File: config.mk
export PLATFORM = sky130hd
export DESIGN_NAME = instruction_fetch_unit
export DESIGN_NICKNAME = d
export VERILOG_FILES = /design/src/rtl/mips_pkg.sv /design/src/rtl/branch_target.sv /design/src/rtl/instruction_fetch_unit.sv
export SDC_FILE = /design/constraint.sdc
export NUM_CORES = 1
export LEC_CHECK = 0
export CAP_MARGIN = 20
export CELL_PAD_IN_SITES_DETAIL_PLACEMENT = 0
export CELL_PAD_IN_SITES_GLOBAL_PLACEMENT = 1
export CORE_ASPECT_RATIO = 1.5
export CORE_MARGIN = 2
export CORE_UTILIZATION = 38
export CTS_BUF_LIST = sky130_fd_sc_hd__clkbuf_16
export DETAILED_ROUTE_END_ITERATION = 12
export GPL_ROUTABILITY_DRIVEN = 0
export HOLD_SLACK_MARGIN = 0.08
export PLACE_DENSITY_LB_ADDON = 0.3
export SYNTH_ARGS = -nofsm -noshare
export SYNTH_HDL_FRONTEND = slang
export SYNTH_SLANG_ARGS = --single-unit
File: constraint.sdc
create_clock -name clk -period 10.2 [get_ports clk]
set_clock_uncertainty 0.05 [all_clocks]
set_input_delay 2.04 -clock clk [delete_from_list [all_inputs] [get_ports clk]]
set_output_delay 2.04 -clock clk [all_outputs]
set_load 0.02 [all_outputs]
File: src/rtl/mips_pkg.sv
// Shared MIPS core definitions: opcode constants, fetch FSM states, reset PC.
package mips_pkg;

   localparam int unsigned DATA_WIDTH = 32;
   localparam int unsigned OPCODE_WIDTH = 6;
   localparam int unsigned IMM_WIDTH = 16;

   localparam logic [DATA_WIDTH-1:0] PC_RESET_DEFAULT = 32'h0040_0000;

   localparam logic [OPCODE_WIDTH-1:0] R_TYPE = 6'h00;
   localparam logic [OPCODE_WIDTH-1:0] BEQ    = 6'h04;
   localparam logic [OPCODE_WIDTH-1:0] BNE    = 6'h05;
   localparam logic [OPCODE_WIDTH-1:0] ADDI   = 6'h08;
   localparam logic [OPCODE_WIDTH-1:0] ORI    = 6'h0d;
   localparam logic [OPCODE_WIDTH-1:0] LUI    = 6'h0f;

   typedef enum logic [1:0] {
      IDLE  = 2'd0,
      FETCH = 2'd1,
      ISSUE = 2'd2
   } fetchState_e;

endpackage

File: src/rtl/branch_target.sv
// Branch target adder: pc_plus4 + (sign-extended imm16 << 2), modulo 2^DATA_WIDTH.
// Ports:
//   pc_plus4  in   address of the instruction after the branch
//   imm16     in   16-bit immediate field of the branch
//   target    out  branch destination address
//   signExt   out  imm16 sign-extended to DATA_WIDTH (shared with jump logic)
module branch_target #(
   parameter int unsigned DATA_WIDTH = 32
) (
   input  logic [DATA_WIDTH-1:0] pc_plus4,
   input  logic [15:0]           imm16,
   output logic [DATA_WIDTH-1:0] target,
   output logic [DATA_WIDTH-1:0] signExt
);

   always_comb begin
      signExt = {{(DATA_WIDTH-16){imm16[15]}}, imm16};
      target  = pc_plus4 + {signExt[DATA_WIDTH-3:0], 2'b00};
   end

endmodule

File: src/rtl/instruction_fetch_unit.sv
// Instruction fetch unit: owns the PC, fetches one word at a time over a
// req/ack handshake, presents it to the decoder and picks the next PC from
// the decoder's branch controls and the ALU zero flag.
// Ports:
//   clk, reset            clock, async active-low reset
//   imem_req/imem_addr    fetch request and word byte address (= pc)
//   imem_ack/imem_rdata   memory response
//   instr_valid/instr     held instruction for the decoder
//   opcode                instr[31:26]
//   pc_out/pc_plus4       address of held instruction and +4
//   stall                 downstream hold
//   branch_eq/branch_ne   decoder branch controls
//   zero                  ALU zero flag
//   retired               instructions accepted since reset
module instruction_fetch_unit
   import mips_pkg::*;
#(
   parameter int unsigned            DATA_WIDTH = 32,
   parameter logic [DATA_WIDTH-1:0]  PC_RESET   = DATA_WIDTH'(PC_RESET_DEFAULT)
) (
   input  logic                  clk,
   input  logic                  reset,
   output logic                  imem_req,
   output logic [DATA_WIDTH-1:0] imem_addr,
   input  logic                  imem_ack,
   input  logic [DATA_WIDTH-1:0] imem_rdata,
   output logic                  instr_valid,
   output logic [DATA_WIDTH-1:0] instr,
   output logic [5:0]            opcode,
   output logic [DATA_WIDTH-1:0] pc_out,
   output logic [DATA_WIDTH-1:0] pc_plus4,
   input  logic                  stall,
   input  logic                  branch_eq,
   input  logic                  branch_ne,
   input  logic                  zero,
   output logic [DATA_WIDTH-1:0] retired
);

   fetchState_e           state, nextState;
   logic [DATA_WIDTH-1:0] pc, nextPc;
   logic [DATA_WIDTH-1:0] nextInstr, nextRetired;
   logic [DATA_WIDTH-1:0] branchTarget;
   logic [DATA_WIDTH-1:0] unusedSignExt;  // consumed only by the jump path
   logic                  taken;

   branch_target #(.DATA_WIDTH(DATA_WIDTH)) u_branch_target (
      .pc_plus4 (pc_plus4),
      .imm16    (instr[15:0]),
      .target   (branchTarget),
      .signExt  (unusedSignExt)
   );

   // Combinational views of the held instruction and PC
   always_comb begin
      opcode    = instr[DATA_WIDTH-1:DATA_WIDTH-6];
      pc_plus4  = pc + DATA_WIDTH'(4);
      imem_addr = pc;
      pc_out    = pc;
      taken     = (branch_eq & zero) | (branch_ne & ~zero);
   end

   // Next-state and next-register logic
   always_comb begin
      nextState   = state;
      nextPc      = pc;
      nextInstr   = instr;
      nextRetired = retired;
      case (state)
         IDLE: nextState = FETCH;
         FETCH: begin
            if (imem_ack) begin
               nextInstr = imem_rdata;
               nextState = ISSUE;
            end
         end
         ISSUE: begin
            if (!stall) begin
               nextPc      = taken ? branchTarget : pc_plus4;
               nextRetired = retired + DATA_WIDTH'(1);
               nextState   = FETCH;
            end
         end
         default: nextState = IDLE;
      endcase
   end

   // State and registered outputs; req/valid are decoded from the next state
   always_ff @(posedge clk or negedge reset) begin
      if (!reset) begin
         state       <= IDLE;
         pc          <= PC_RESET;
         instr       <= '0;
         retired     <= '0;
         imem_req    <= 1'b0;
         instr_valid <= 1'b0;
      end else begin
         state       <= nextState;
         pc          <= nextPc;
         instr       <= nextInstr;
         retired     <= nextRetired;
         imem_req    <= (nextState == FETCH);
         instr_valid <= (nextState == ISSUE);
      end
   end

endmodule
==> impl_results.md, run 1 <==
* Die height at between 150 and 200 um
* Reg2reg setup slack at 5.68 ns
* YS warnings at 0
* Placed Cells at 1062
* Max-slew violations at 0
* Reg2Reg Depth at 18
* Worst setup endpoint: pc_plus4[30]
* CTS tree: built
* Hold buffers post-CTS at 0
* Post-synth top flop: dfrtp_1
* Layout area overhead at 34.40%
* Fillers at 1600
* FF-to-FF End: imem_addr[31]
* Cell breakdown of the critical path: ha_1, and3_1, nand3_1, nor2_1, nand4_1, nor3_2, nand3_1, xnor2_1, clkdlybuf4s50_1
* Max-cap violations at 0
* Startpoint types: flip-flop
* Unrepaired setup endpoints after global routing: false
* Final Setup Violations at 0
* Nature of the critical path endpoint: output port
* # resized after CTS at 0
* Num CTS Buffers at 9
* Crit path kind: flip-flop to output port
* Worst Tran Pin Value at just over 0.8 ns
* Sequential share of the synthesized area at 0.3748
* Crit-path most repeated cell: nand3_1
* Post-route ant nets at 0
* Number of flops mapped to enable cells by yosys at 0
* Post-synth top area share at 0.3708
* Crit path launch: imem_addr[2]
* Run status: complete, no violations
* Final std cells w/o fill at 1078
* GRT Total Usage at 0.2085
* Mapped Cells at slightly above 700
* Port Buf Inserts at 200
* Final wirelength at 19330 um
* Crit share post-route at 0.5514
* Cells on Worst Hold Path at 1
* Die area at 18310 um^2
* Max IR drop VDD at roughly 0.21 mV
* Clock-pin slew on the worst setup and hold paths at 0.07 ns
* Total gr overflow at 0
* First-pass GRT wire length at 30660 um
* Initial antenna violation count at 0
* Worst flop-to-flop path startpoint: imem_addr[2]
* Max-slew headroom at 0.4588
* Row cnt at slightly below 60
* Layout cells sized above 1 at 0.07949
* Final Hold Fails at 0
* CTS Sinks at about 100
* Count of cell types in the netlist at 57
* Commonest non-fill, non-tap cell in the layout: clkdlybuf4s50_1
* Largest net degree at the start of global routing at 63
* CP arrival at 3.53 ns
* Most frequent cells in the layout: clkdlybuf4s50_1, dfrtp_1, nand2_1
* Critical path required time at 8.11 ns
* Critical path's slowest cell: clkdlybuf4s50_1
* Mapped Area at 6546 um^2
* Top post-synthesis cells by area: dfrtp_1, xnor2_1, ha_1
* Area leader, netlist: dfrtp_1
* Root buffer cell: clkbuf_16
* H-tree Lvls at 3
* Initial DRC count at 321
* Vias at around 5800
* Drt via density at 5.403
* Post-DP HPWL at approximately 14000 um
* Synthesized flop and latch total at 98
* # IOs at 207
* CP peak stage delay at between 0.6 and 0.7 ns
* Deepest clock path buffer count at 2
* Pleak at 3.737 nW
* Pwr per Cell Area at 388.5 nW/um^2
* Syn_area_per_cell at about 9 um^2
* Worst hold path type: flip-flop to flip-flop
* TNS Setup at 0 ns
* Worst-Skew Late Latency at 0.36 ns
* Fin nets at 940
* 1st-pass router iterations at 4
* Diode count at 0
* DRC violations left at 0
* Tmin final at roughly 5.6 ns
* Post-CTS Setup Bufs at 0
* Core region area at between 15000 and 20000 um^2
* Routed wire length per instance at 17.93 um
* Starting Density at 0.3888
* Vias in the first global route at 5898
* Chip width at 111.2 um
* Post-synthesis async set-or-reset flop share at 1.000
* Crit-path max FO at 5
* Highest clock rate at 0.1778 GHz
## worst min path at each step
stage                           start     endpoint  slack [ns]
after global placement    retired[31]  retired[31]        0.41
after detailed placement  retired[22]  retired[22]        0.43
after CTS                 retired[22]  retired[22]        0.45
after floorplan              state[0]  instr_valid        0.46
after global routing      retired[22]  retired[22]        0.47
final                     retired[31]  retired[31]        0.44
## per-layer routing
metal,track usage,wire [um],vias up
met5,0,0,-
met4,0.09371,643,0
met3,0.03817,922,41
met2,0.3855,10330,196
met1,0.2330,7425,2804
li1,-,-,2783
## registers in the layout, indices dropped and copies added (netlist names)
signal,cells
imem_addr,30
imem_req,1
instr,32
instr_valid,1
retired,32
state,2
## cell usage after synthesis (all sizes together), types with 3 or more instances
library cell  number
dfrtp             97
nand2             71
a21oi             56
xnor2             54
buf               44
nor2              41
o21ai             40
ha                37
mux2              34
nand3             27
xor2              26
clkbuf            21
a21o              18
and3              18
nand4             16
inv               10
o22ai              9
a31oi              7
nor3               7
and2               6
a211oi             5
a22oi              5
nor2b              5
or2                5
and4               4
o211ai             4
o31ai              4
a2111oi            3
mux2i              3
o21bai             3
## report_power, final
part / total (mW) / switching [mW] / internal (mW)
Sequential: 0.708 / 0.180 / 0.528
Clock: 0.364 / 0.169 / 0.195
Combinational: 2.35 / 1.28 / 1.07
Total: 3.42 / 1.63 / 1.79
## worst max-delay path: cells and delay by family, from the launching register on
| kind | cells | cell delay (ns) |
|---|---|---|
| XOR/XNOR | 1 | 0.29 |
| adder cells (fa/ha/maj) | 1 | 0.20 |
| buffers and inverters | 1 | 0.67 |
| flip-flops | 1 | 0.42 |
| AND/OR/NAND/NOR | 6 | 1.59 |
## kinds of logic (layout without fill, tap and decap cells)
group	Yosys count	in the layout	synth area share
simple gates	209	209	0.1537
compound gates	168	168	0.1598
flops	98	98	0.3748
xor+xnor	80	80	0.1070
buf+inv	75	232	0.06728
fa+ha+maj	38	38	0.07378
mux	37	37	0.06307
other cells	1	6	0.0005728
## per-stage QoR
| stage | total power, mW | hold slack, ns | area [um^2] | setup slack [ns] | util |
|---|---|---|---|---|---|
| after detailed placement | 3.048 | 0.4349 | 8487 | 4.919 | 0.5041 |
| after floorplan | 2.248 | 0.4608 | 6565 | 5.710 | - |
| after global placement | 3.008 | 0.4137 | 8487 | 5.074 | 0.5041 |
| final | 3.418 | 0.4399 | 8798 | 4.576 | 0.5226 |
| after CTS | 3.432 | 0.4489 | 8798 | 4.529 | 0.5226 |
| after global routing | 3.658 | 0.4654 | 8798 | 4.236 | 0.5226 |
## final cells by class
class                   instances  area [um^2]  share of cell area
clock buffers                   9        225.2             0.02560
inverters                      10        37.54            0.004266
well taps                     210        262.8             0.02986
repair buffers                206         2044              0.2324
clock inverters                 7        86.33            0.009812
multi-input cells             538         3689              0.4192
flip-flops and latches         98         2454              0.2789
Note: power is estimated with default switching activity, not from simulation.
==> run 2, diff against run 1 <==
Settings changed: CORE_UTILIZATION 38 to 35.
Clock period 10.2 ns to 5.7 ns, I/O delays scaled along.
==> run 2 against run 1 <==
Effect of this change: sequential power is 82% higher; clock power rose by 68%; sequential cell count stayed put; critical path type unchanged; largest cell class unchanged; largest power group unchanged; highest routed layer unchanged.
==> impl_results.md, run 2 (synthesized netlist as in run 1, its figures left out) <==
* Row cnt at 61 (+5.2%)
* Initial antenna violation count at 0 (unchanged)
* TNS Setup at 0 ns (unchanged)
* Worst flop-to-flop path startpoint: imem_addr[2]
* Num CTS Buffers at 9 (unchanged)
* Hold buffers post-CTS at 0 (unchanged)
* Layout cells sized above 1 at 0.07843 (-0.001062)
* Clock-pin slew on the worst setup and hold paths at 0.07 ns (about the same)
* # IOs at 207 (unchanged)
* CTS Sinks at 98 (unchanged)
* Final Setup Violations at 0 (unchanged)
* Starting Density at 0.3544 (-0.03440)
* GRT Total Usage at 0.1923 (-0.01620)
* Nature of the critical path endpoint: output port
* Critical path's slowest cell: clkdlybuf4s50_1
* Crit path kind: flip-flop to output port
* Die area at 19840 um^2 (+8.3%)
* Cell Area, Placed at 8532 um^2 (+0.53%)
* Cell area after layout at 8816 um^2 (+0.20%)
* Max Used Layer: met4
* Final Hold Fails at 0 (unchanged)
* Vias at 5675 (-2.6%)
* Routed length on met1 at 7631 um (+2.8%)
* Crit-path most repeated cell: nand3_1
* Post-DP HPWL at 14330 um (-0.75%)
* Unrepaired setup endpoints after global routing: false
* Max-cap violations at 0 (unchanged)
* Port Buf Inserts at 200 (unchanged)
* Post-CTS Setup Bufs at 0 (unchanged)
* Tmin final at 4.803 ns
* CP arrival at 3.61 ns (+0.08 ns)
* Pwr per Cell Area at 684.4 nW/um^2 (+76%)
* 1st-pass router iterations at 4 (unchanged)
* FF+latch area at 2454 um^2 (unchanged)
* Worst Hold Launch: retired[31]
* Reg2reg setup slack at 1.21 ns (-4.47 ns)
* Chip width at 115.7 um (+4.0%)
* Largest net degree at the start of global routing at 62 (-1.6%)
* Placed Cells at 1103 (+3.9%)
* First-pass GRT wire length at 29880 um (-2.5%)
* Total gr overflow at 0 (unchanged)
* Die height at 171.5 um (+4.1%)
* Crit-path max FO at 5 (unchanged)
* H-tree Lvls at 3 (unchanged)
* CTS tree: built
* Pre-CTS WS at 1.252 ns (-3.666 ns)
* CP peak stage delay at 0.68 ns (about the same)
* Run status: complete, no violations
* Commonest non-fill, non-tap cell in the layout: clkdlybuf4s50_1
* FF-to-FF End: imem_addr[31]
* Fin nets at 939 (-0.11%)
* Most frequent cells in the layout: clkdlybuf4s50_1, dfrtp_1, nand2_1
* Post-route ant nets at 0 (unchanged)
* Worst Tran Pin Value at 0.8660 ns (+0.05418 ns)
* Critical path required time at 4.51 ns (-3.60 ns)
* Fillers at 1814 (+13%)
* Hold Path Sink: retired[31]
* Root buffer cell: clkbuf_16
* Max-slew headroom at 0.4227 (-0.03612)
* Max IR drop VDD at 0.3413 mV (+62%)
* Core region area at 18470 um^2 (+9.7%)
* Worst-Skew Late Latency at 0.35 ns (about the same)
* Worst hold path type: flip-flop to flip-flop
* Area of the multi-input gates at 3689 um^2 (unchanged)
* # resized after CTS at 0 (unchanged)
* Metal3 WL at 819 um (-11%)
* Final setup margin at 0.8968 ns (-3.679 ns)
* Routed wire length per instance at 17.02 um (-5.1%)
* Initial DRC count at 240 (-25%)
* Cells on Worst Hold Path at 1 (unchanged)
* Startpoint types: flip-flop
* Layout area overhead at 34.67%
* Final std cells w/o fill at 1119 (+3.8%)
* Drt via density at 5.071 (-6.1%)
* Total power at 6.034 mW (+77%)
* Vias in the first global route at 5727 (-2.9%)
* Diode count at 0 (unchanged)
* Max-slew violations at 0 (unchanged)
* DRC violations left at 0 (unchanged)
* Reg2Reg Depth at 17 (-1)
* Cell breakdown of the critical path: ha_1, and3_1, nand3_1, nor2_1, nand4_1, nor3_2, nand3_1, xnor2_1, clkdlybuf4s50_1
* Final wirelength at 19040 um (-1.5%)
* Pleak at 3.717 nW (-0.53%)
* Met2 WL post-DR at 10060 um (-2.6%)
* Deepest clock path buffer count at 2 (unchanged)
* Highest clock rate at 0.2082 GHz
* Crit share post-route at 0.8427
-- run 2: final cells by class --
cell class,instances,share of cell area
multi-input combinational,538,0.4184
sequential,98,0.2783
timing repair buffer,205,0.2311
tap,252,0.03576
clock buffer,9,0.02555
clock inverter,7,0.006670
inverter,10,0.004258
-- run 2: where the power goes --
part / internal (mW) / switching, mW / total (mW)
logic: 1.90 / 2.23 / 4.13
registers: 0.944 / 0.345 / 1.29
clock network: 0.305 / 0.307 / 0.612
total: 3.15 / 2.88 / 6.03
-- run 2: critical path: cells and delay by family, from the launching register on --
kind / cells / cell delay (ns)
simple gates: 6 / 1.72
flops: 1 / 0.41
fa+ha+maj: 1 / 0.20
buf+inv: 1 / 0.68
xor+xnor: 1 / 0.27
-- run 2: through the flow --
step                hold slack (ns)  utilization
floorplan                    0.4608            -
global placement             0.4102       0.4619
detailed placement           0.4173       0.4619
CTS                          0.4273       0.4773
global route                 0.4361       0.4773
finish                       0.4191       0.4773
-- run 2: worst max path at each step --
stage               slack, ns    startpoint       endpoint  cells after the start
finish                   0.90  imem_addr[2]   pc_plus4[30]                      9
global route             0.59  imem_addr[2]   pc_plus4[30]                      9
CTS                      0.87  imem_addr[2]   pc_plus4[30]                      9
detailed placement       1.25  imem_addr[2]  imem_addr[31]                     17
global placement         1.35  imem_addr[2]   pc_plus4[30]                      9
floorplan                1.45  imem_addr[3]  imem_addr[31]                     19
-- run 2: routing by layer --
layer | GRT usage | vias to the layer above
li1 | - | 2785
met1 | 0.2236 | 2711
met2 | 0.3455 | 147
met3 | 0.03735 | 32
met4 | 0.07246 | 0
met5 | 0 | -
==> run 3, diff against run 2 <==
Settings changed: CORE_UTILIZATION 35 to 32.
Clock period 5.7 ns to 4 ns, I/O delays scaled along.
==> run 3 against run 2 <==
Effect of this change: first-iteration DRC count rose by 18%; count of clock-buffer cells in the layout stayed put; design area increased by 7.0%; highest routed layer unchanged.
==> impl_results.md, run 3 (synthesized netlist as in run 1, its figures left out) <==
* Run status: complete, no violations
* Cell area after layout at 9429 um^2 (+7.0%)
* Starting Density at 0.3231 (-0.03130)
* Most frequent cells in the layout: clkdlybuf4s50_1, dfrtp_1, nand2_1
* Worst Hold Launch: retired[31]
* Root buffer cell: clkbuf_16
* Fillers at 1972 (+8.7%)
* Worst Tran Pin Value at 0.9761 ns (+0.1101 ns)
* Crit path kind: flip-flop to flip-flop
* DRC violations left at 0 (unchanged)
* Pwr per Cell Area at 981.3 nW/um^2 (+43%)
* First-pass GRT wire length at 32190 um (+7.7%)
* Initial DRC count at 282 (+18%)
* Row cnt at 64 (+4.9%)
* Cell Area, Placed at 8955 um^2 (+5.0%)
* Commonest non-fill, non-tap cell in the layout: clkdlybuf4s50_1
* Diode count at 0 (unchanged)
* Num CTS Buffers at 9 (unchanged)
* TNS Setup at 0 ns (unchanged)
* Final Setup Violations at 0 (unchanged)
* Die height at 179.2 um (+4.5%)
* # IOs at 207 (unchanged)
* Post-DP HPWL at 15450 um (+7.8%)
* CTS Sinks at 98 (unchanged)
* Deepest clock path buffer count at 2 (unchanged)
* CP arrival at 3.97 ns (+0.36 ns)
* Max-cap violations at 0 (unchanged)
* Crit share post-route at 0.9505
* Port Buf Inserts at 200 (unchanged)
* Nature of the critical path endpoint: flip-flop
* Layout area overhead at 44.04%
* Routed wire length per instance at 17.30 um (+1.7%)
* Drt via density at 5.032 (-0.78%)
* Max-slew violations at 0 (unchanged)
* CTS tree: built
* Die area at 21640 um^2 (+9.1%)
* Pleak at 4.127 nW (+11%)
* Initial antenna violation count at 0 (unchanged)
* Clock-pin slew on the worst setup and hold paths at 0.07 ns (about the same)
* Critical path required time at 4.17 ns (-0.34 ns)
* Worst-Skew Late Latency at 0.36 ns (about the same)
* Layout cells sized above 1 at 0.1641 (+0.08572)
* Core region area at 20260 um^2 (+9.7%)
* Final wirelength at 20590 um (+8.1%)
* Fin nets at 998 (+6.3%)
* Crit path launch: imem_addr[3]
* Highest clock rate at 0.2630 GHz
* GRT Total Usage at 0.1908 (-0.001544)
* Startpoint types: flip-flop
* Largest net degree at the start of global routing at 53 (-15%)
* Vias in the first global route at 6043 (+5.5%)
* Total gr overflow at 0 (unchanged)
* H-tree Lvls at 3 (unchanged)
* 1st-pass router iterations at 4 (unchanged)
* Crit-path max FO at 6 (+1)
* Final Hold Fails at 0 (unchanged)
* Chip width at 120.8 um (+4.4%)
* Tmin final at 3.802 ns
* Worst hold path type: flip-flop to flip-flop
* Total power at 9.253 mW (+53%)
* Max-slew headroom at 0.3492 (-0.07342)
* Vias at 5988 (+5.5%)
* Worst flop-to-flop path startpoint: imem_addr[3]
* Max IR drop VDD at 0.5065 mV (+48%)
* Post-route ant nets at 0 (unchanged)
## run 3: cell types whose count changed in the layout (fill, tap and decap cells not counted), moves of 3 or more
cell | previous run | this run
buf_4 | 6 | 64
xnor2_1 | 54 | 47
xnor2_2 | 0 | 7
a21oi_1 | 56 | 52
a21oi_2 | 0 | 4
clkdlybuf4s50_1 | 199 | 195
dlymetal6s2s_1 | 0 | 3
nor2_1 | 41 | 38
o21ai_0 | 39 | 36
o21ai_1 | 1 | 4
## run 3: final timing paths
| kind | end | slack [ns] | cells after the start |
|---|---|---|---|
| hold reg to reg | retired[31] | 0.42 | 1 |
| hold / removal | retired[31] | 0.42 | 1 |
| min in group asynchronous | instr[12] | 0.44 | 1 |
| setup / recovery | imem_addr[24] | 0.20 | 15 |
| max in group asynchronous | instr[4] | 2.71 | 2 |
| setup reg to reg | imem_addr[24] | 0.20 | 15 |
## run 3: repair_timing
action	CTS	global route
endpoints found under the hold margin	0	0
pin swaps	0	11
setup endpoints to repair	5	20
gates resized for setup	5	29
buffers inserted	0	9
hold buffers	0	0
## run 3: worst max-delay path, stage by stage (launching register included)
cell and delay [ns]:
dfrtp_2 0.43, and3_1 0.18, and4_1 0.21, buf_4 0.17, xor2_2 0.16, ha_1 0.33
a2111oi_1 0.43, a21oi_1 0.15, a211oi_2 0.27, o31ai_1 0.12, buf_4 0.15, a21o_1 0.17
a21o_1 0.23, o22ai_1 0.22, xor2_1 0.24, o221ai_1 0.15
## run 3: metrics by stage
step,setup WS (ns),hold slack [ns],util,cells
global route,-0.03917,0.4393,0.4654,1190
CTS,-0.1385,0.4288,0.4566,1181
global placement,-0.06608,0.4125,0.4420,1165
floorplan,-0.04086,0.4544,-,711
finish,0.1981,0.4183,0.4654,1190
detailed placement,-0.08150,0.4188,0.4420,1165
## run 3: area by class of cell
class                           instances  area [um^2]  area share
Clock buffer                            9        225.2     0.02389
Clock inverter                          7        45.04    0.004777
Multi-Input combinational cell        538         3836      0.4068
Inverter                               10        37.54    0.003981
Tap cell                              264        330.3     0.03503
Timing Repair Buffer                  264         2499      0.2650
Sequential cell                        98         2456      0.2605
## run 3: power breakdown
| part | switching, mW | internal (mW) |
|---|---|---|
| Clock | 0.413 | 0.423 |
| Combinational | 3.45 | 3.17 |
| Sequential | 0.447 | 1.35 |
| Total | 4.31 | 4.94 |
## run 3: layer usage
metal / vias to the layer above / wire, um / track usage
met5: - / 0 / 0
met4: 0 / 706 / 0.09496
met3: 41 / 732 / 0.02926
met2: 161 / 10990 / 0.3470
met1: 2894 / 8154 / 0.2149
li1: 2892 / - / -
